<file path="src/rtl/shadow_chain_unload.sv">
// Shadow-chain unloader: snapshots a parallel word on capture, then shifts it out LSB first
// while the downstream arbiter grants dump_cmd, optionally followed by an even-parity trailer.
module shadow_chain_unload #(
   parameter int CHAIN_LEN = 8,
   parameter int PARITY    = 1
) (
   input  logic                 clk,
   input  logic                 rst,
   input  logic                 capture,
   input  logic [CHAIN_LEN-1:0] din,
   input  logic                 dump_cmd,
   output logic                 chain_out,
   output logic                 chain_vld,
   output logic                 chain_status,
   output logic                 capture_drop
);

   localparam int CNT_W = $clog2(CHAIN_LEN + 2);
   localparam logic [CNT_W-1:0] DATA_BITS  = CNT_W'(CHAIN_LEN);
   localparam logic [CNT_W-1:0] TOTAL_BITS = CNT_W'(CHAIN_LEN + PARITY);

   typedef enum logic [1:0] {
      EMPTY,
      LOADED,
      SHIFT
   } state_t;

   state_t               state, state_nxt;
   logic [CHAIN_LEN-1:0] shift_reg, shift_nxt;
   logic [CNT_W-1:0]     cnt, cnt_nxt;
   logic                 par_acc, par_nxt;
   logic                 out_nxt, vld_nxt, status_nxt, drop_nxt;
   logic                 advance;

   always_ff @(posedge clk) begin
      if (rst) begin
         state        <= EMPTY;
         shift_reg    <= '0;
         cnt          <= '0;
         par_acc      <= 1'b0;
         chain_out    <= 1'b0;
         chain_vld    <= 1'b0;
         chain_status <= 1'b1;
         capture_drop <= 1'b0;
      end else begin
         state        <= state_nxt;
         shift_reg    <= shift_nxt;
         cnt          <= cnt_nxt;
         par_acc      <= par_nxt;
         chain_out    <= out_nxt;
         chain_vld    <= vld_nxt;
         chain_status <= status_nxt;
         capture_drop <= drop_nxt;
      end
   end

   always_comb begin
      state_nxt  = state;
      shift_nxt  = shift_reg;
      cnt_nxt    = cnt;
      par_nxt    = par_acc;
      out_nxt    = chain_out;
      vld_nxt    = 1'b0;
      status_nxt = chain_status;
      drop_nxt   = 1'b0;
      advance    = 1'b0;

      case (state)
         EMPTY: begin
            out_nxt    = 1'b0;
            status_nxt = 1'b1;
            if (capture) begin
               shift_nxt  = din;
               cnt_nxt    = '0;
               par_nxt    = 1'b0;
               status_nxt = 1'b0;
               state_nxt  = LOADED;
            end
         end
         LOADED: begin
            status_nxt = 1'b0;
            // A fresh capture wins over the grant; the unload starts on a later grant.
            if (capture) begin
               shift_nxt = din;
            end else if (dump_cmd) begin
               advance   = 1'b1;
               state_nxt = SHIFT;
            end
         end
         SHIFT: begin
            drop_nxt = capture;
            // cnt == TOTAL_BITS means the last bit is on the output now; retire next edge.
            if (cnt == TOTAL_BITS) begin
               state_nxt  = EMPTY;
               status_nxt = 1'b1;
               out_nxt    = 1'b0;
               cnt_nxt    = '0;
               par_nxt    = 1'b0;
            end else if (dump_cmd) begin
               advance = 1'b1;
            end
         end
         default: begin
            state_nxt = EMPTY;
         end
      endcase

      if (advance) begin
         vld_nxt = 1'b1;
         cnt_nxt = cnt + CNT_W'(1);
         if (cnt < DATA_BITS) begin
            out_nxt   = shift_reg[0];
            par_nxt   = par_acc ^ shift_reg[0];
            shift_nxt = shift_reg >> 1;
         end else begin
            out_nxt = par_acc;
         end
      end
   end

endmodule

</file>
<file path="config.mk">
export PLATFORM = sky130hd
export DESIGN_NAME = shadow_chain_unload
export DESIGN_NICKNAME = d
export VERILOG_FILES = /design/src/rtl/shadow_chain_unload.sv
export SDC_FILE = /design/constraint.sdc
export NUM_CORES = 1
export LEC_CHECK = 0
export CAP_MARGIN = 20
export CORE_AREA = 2 2 51 53
export CTS_CLUSTER_DIAMETER = 30
export DETAILED_ROUTE_END_ITERATION = 6
export DIE_AREA = 0 0 53 55
export GPL_ROUTABILITY_DRIVEN = 0
export PLACE_DENSITY_LB_ADDON = 0.15
export SYNTH_ARGS = -nofsm -noshare
export SYNTH_HDL_FRONTEND = slang
export SYNTH_SLANG_ARGS = --single-unit
</file>
<file path="constraint.sdc">
create_clock -name clk -period 2 [get_ports clk]
set_input_delay 0.3 -clock clk [delete_from_list [all_inputs] [get_ports clk]]
set_output_delay 0.3 -clock clk [all_outputs]
set_load 0.1 [all_outputs]
</file>
==> flow_summary.json <==
{
  "critPathLaunch": "state[0]",
  "post-place-ws_ns": 0.09923,
  "ctsHoldBuffers": 0,
  "leakage_nw": 0.4999,
  "grt_overflow": 0,
  "synth_area_sq_mm": 0.001006,
  "nets": 146,
  "cp.depth": 6,
  "io_buffers": 15,
  "wl_per_cell_um": 13.05,
  "synth_top_area_share_pct": 37.81,
  "slew-limit-headroom_pct": 67.56,
  "clk_pin_slew_ns": 0.11,
  "synthCells": 110,
  "dp_hpwl_um": 1540,
  "syn_avg_cell_area_sq_um": 9.145,
  "synth_ff_type": "dfxtp_1",
  "finish.instance_area_sq_mm": 0.001219,
  "io-pin-count": 16,
  "r2r-start": "state[0]",
  "fmax_mhz": 539.5,
  "outcome": "finished, final reports clean",
  "root_buffer": "clkbuf_4",
  "hp-class": "reg -> reg",
  "vdd_drop_max_mv": 0.6296,
  "place_area_sq_mm": 0.001190,
  "via_per_inst": 5.389,
  "drtIter0Drc": 13,
  "ys_types": 33,
  "path_cells": "inv_1 -> ha_2 -> a21bo_1 -> a31o_1 -> or4_1 -> a21oi_1",
  "grt_pass1_vias": 831,
  "ant_nets": 0,
  "crit_end": "par_acc",
  "numCtsBuffers": 3,
  "clock_latency_ns": 0.29,
  "mostFrequentLayoutCells": "dfxtp_1 (19), nor2_1 (11), clkdlybuf4s50_1 (11)",
  "synth_nets": 128,
  "slew_viol_final": 0,
  "yosys.area.top_type": "dfxtp_1",
  "max_stage_delay_ns": 0.42,
  "routed_wl_um": 2049,
  "setup_viol": 0,
  "placeableCoreArea_sq_mm": 0.002365,
  "power.density_mw_per_mm2": 794.6,
  "worst-setup-path-type": "reg -> reg",
  "synth.area.top_cells": "dfxtp_1 (38%), mux2i_1 (10%), a211oi_1 (7.5%), ha_1 (7.5%), nor2_1 (4.1%)",
  "cts.path.max_buffers": 2,
  "timing.rr.end": "par_acc",
  "final_common_cell": "dfxtp_1",
  "diodes": 0,
  "post_cts_buffers": 0,
  "synth-seq-area-share_pct": 37.81,
  "largest_reg_flops": 8,
  "worstMarginPinSlew_ns": 0.4851,
  "fp-row-count": 18,
  "crit_fanout": 10,
  "ys_seq_elements": 19,
  "fin_skew_ns": 0.005901,
  "cap_violations": 0,
  "required_ns": 2.22,
  "grt_pass1_wl_um": 3525,
  "report.final.hold_viol_count": 0,
  "synth_warnings": 0,
  "start_util_pct": 42.54,
  "vias": 846,
  "dp.cells": 153,
  "area_growth_pct": 21.14,
  "grt_util_all_layers_pct": 16.74,
  "die_area_sq_mm": 0.002915,
  "slowest_stage": "or4_1",
  "critPathCaptureType": "flop",
  "worst-r2r-setup-slack_ns": 0.15,
  "layout_min_cycle_time_ns": 1.854,
  "instances_no_fill": 157,
  "tns_ns": 0,
  "period_share_pct": 92.68,
  "drive_gt1_share_pct": 13.39,
  "rsz0062_at_grt": "no",
  "cts_max_level": 1,
  "setup_ws_ns": 0.1463,
  "async_reset_ff_share_pct": 0,
  "dr.pass1.iters": 4,
  "cp.buffers_inverters": 1,
  "synth_edf_count": 0,
  "startpoint_type": "flop",
  "die_h_um": 55,
  "arrival_ns": 2.08,
  "cts_tree": "built",
  "drc": 0,
  "grt_antenna_before_repair": 0,
  "grt_start_max_net_pins": 15,
  "worst_path_dominant_cell_family": "compound AO/OA/AOI/OAI gates",
  "final_util_pct": 51.53,
  "ff2ff_path_depth": 6,
  "cts.sinks": 19,
  "die_x_um": 53
}
layer usage:
metal  track usage (%)  part of all wire (%)  up-vias
li1                  -                     -      430
met1             20.16                    46      391
met2             29.38                    49       23
met3             2.419                   3.9        2
met4             8.120                  0.59        0
met5                 0                     0        -
worst reg2reg max path: cells and delay by family (launching register included):
kind,cells,cell delay [ns]
simple gates,1,0.42
flops,1,0.36
buf+inv,1,0.09
fa+ha+maj,1,0.25
compound gates,3,0.66
cell type report:
cell class | count | area, sq um
clock buffer | 4 | 26.28
tap | 30 | 37.54
multi-input combinational | 75 | 559.3
inverter | 8 | 30.03
sequential | 19 | 380.4
timing repair buffer | 21 | 185.2
fill | 241 | 1146
worst min path at each step:
stage / to / cells after the start / start / slack, ns
4_1_cts: chain_out / 2 / chain_out / 0.50
5_1_grt: chain_out / 2 / chain_out / 0.51
3_5_place_dp: chain_out / 2 / chain_out / 0.48
6_report: chain_out / 2 / chain_out / 0.49
3_3_place_gp: par_acc / 2 / par_acc / 0.48
2_1_floorplan: par_acc / 2 / par_acc / 0.46
timing repair:
action                                 in CTS  in global routing
endpoints found under the hold margin       0                  0
gates resized for setup                     0                  1
setup endpoints to repair                   0                  6
cells in the mapped netlist, types with 3 or more instances:
cell type  count
ha_1           6
a211oi_1      10
nor2_1        11
clkbuf_1       3
dfxtp_1       19
inv_1          8
a21oi_1        5
mux2i_1       10
buf_2          4
nand2_1        4
nand3_1        3
cell families (layout without fill, tap and decap cells):
logic type / count (synthesis) / count (layout) / share of synthesized area (%)
DFF: 19 / 19 / 37.81
muxes: 12 / 12 / 12.19
and+or+nand+nor: 30 / 30 / 15.55
adders and majority gates: 6 / 6 / 7.462
buffers and inverters: 16 / 33 / 6.841
AOI/OAI and AO/OA: 27 / 27 / 20.15
per-stage QoR:
step                power (mW)  hold WS [ns]
floorplan               0.6925        0.4610
global placement        0.7738        0.4781
detailed placement      0.7802        0.4793
CTS                     0.9803        0.4989
global route             1.033        0.5122
finish                  0.9684        0.4910
report_power, final:
group	switching, mW	internal (mW)
Clock	0.117	0.0775
Combinational	0.192	0.144
Sequential	0.0223	0.415
Note: power is estimated with default switching activity, not from simulation.
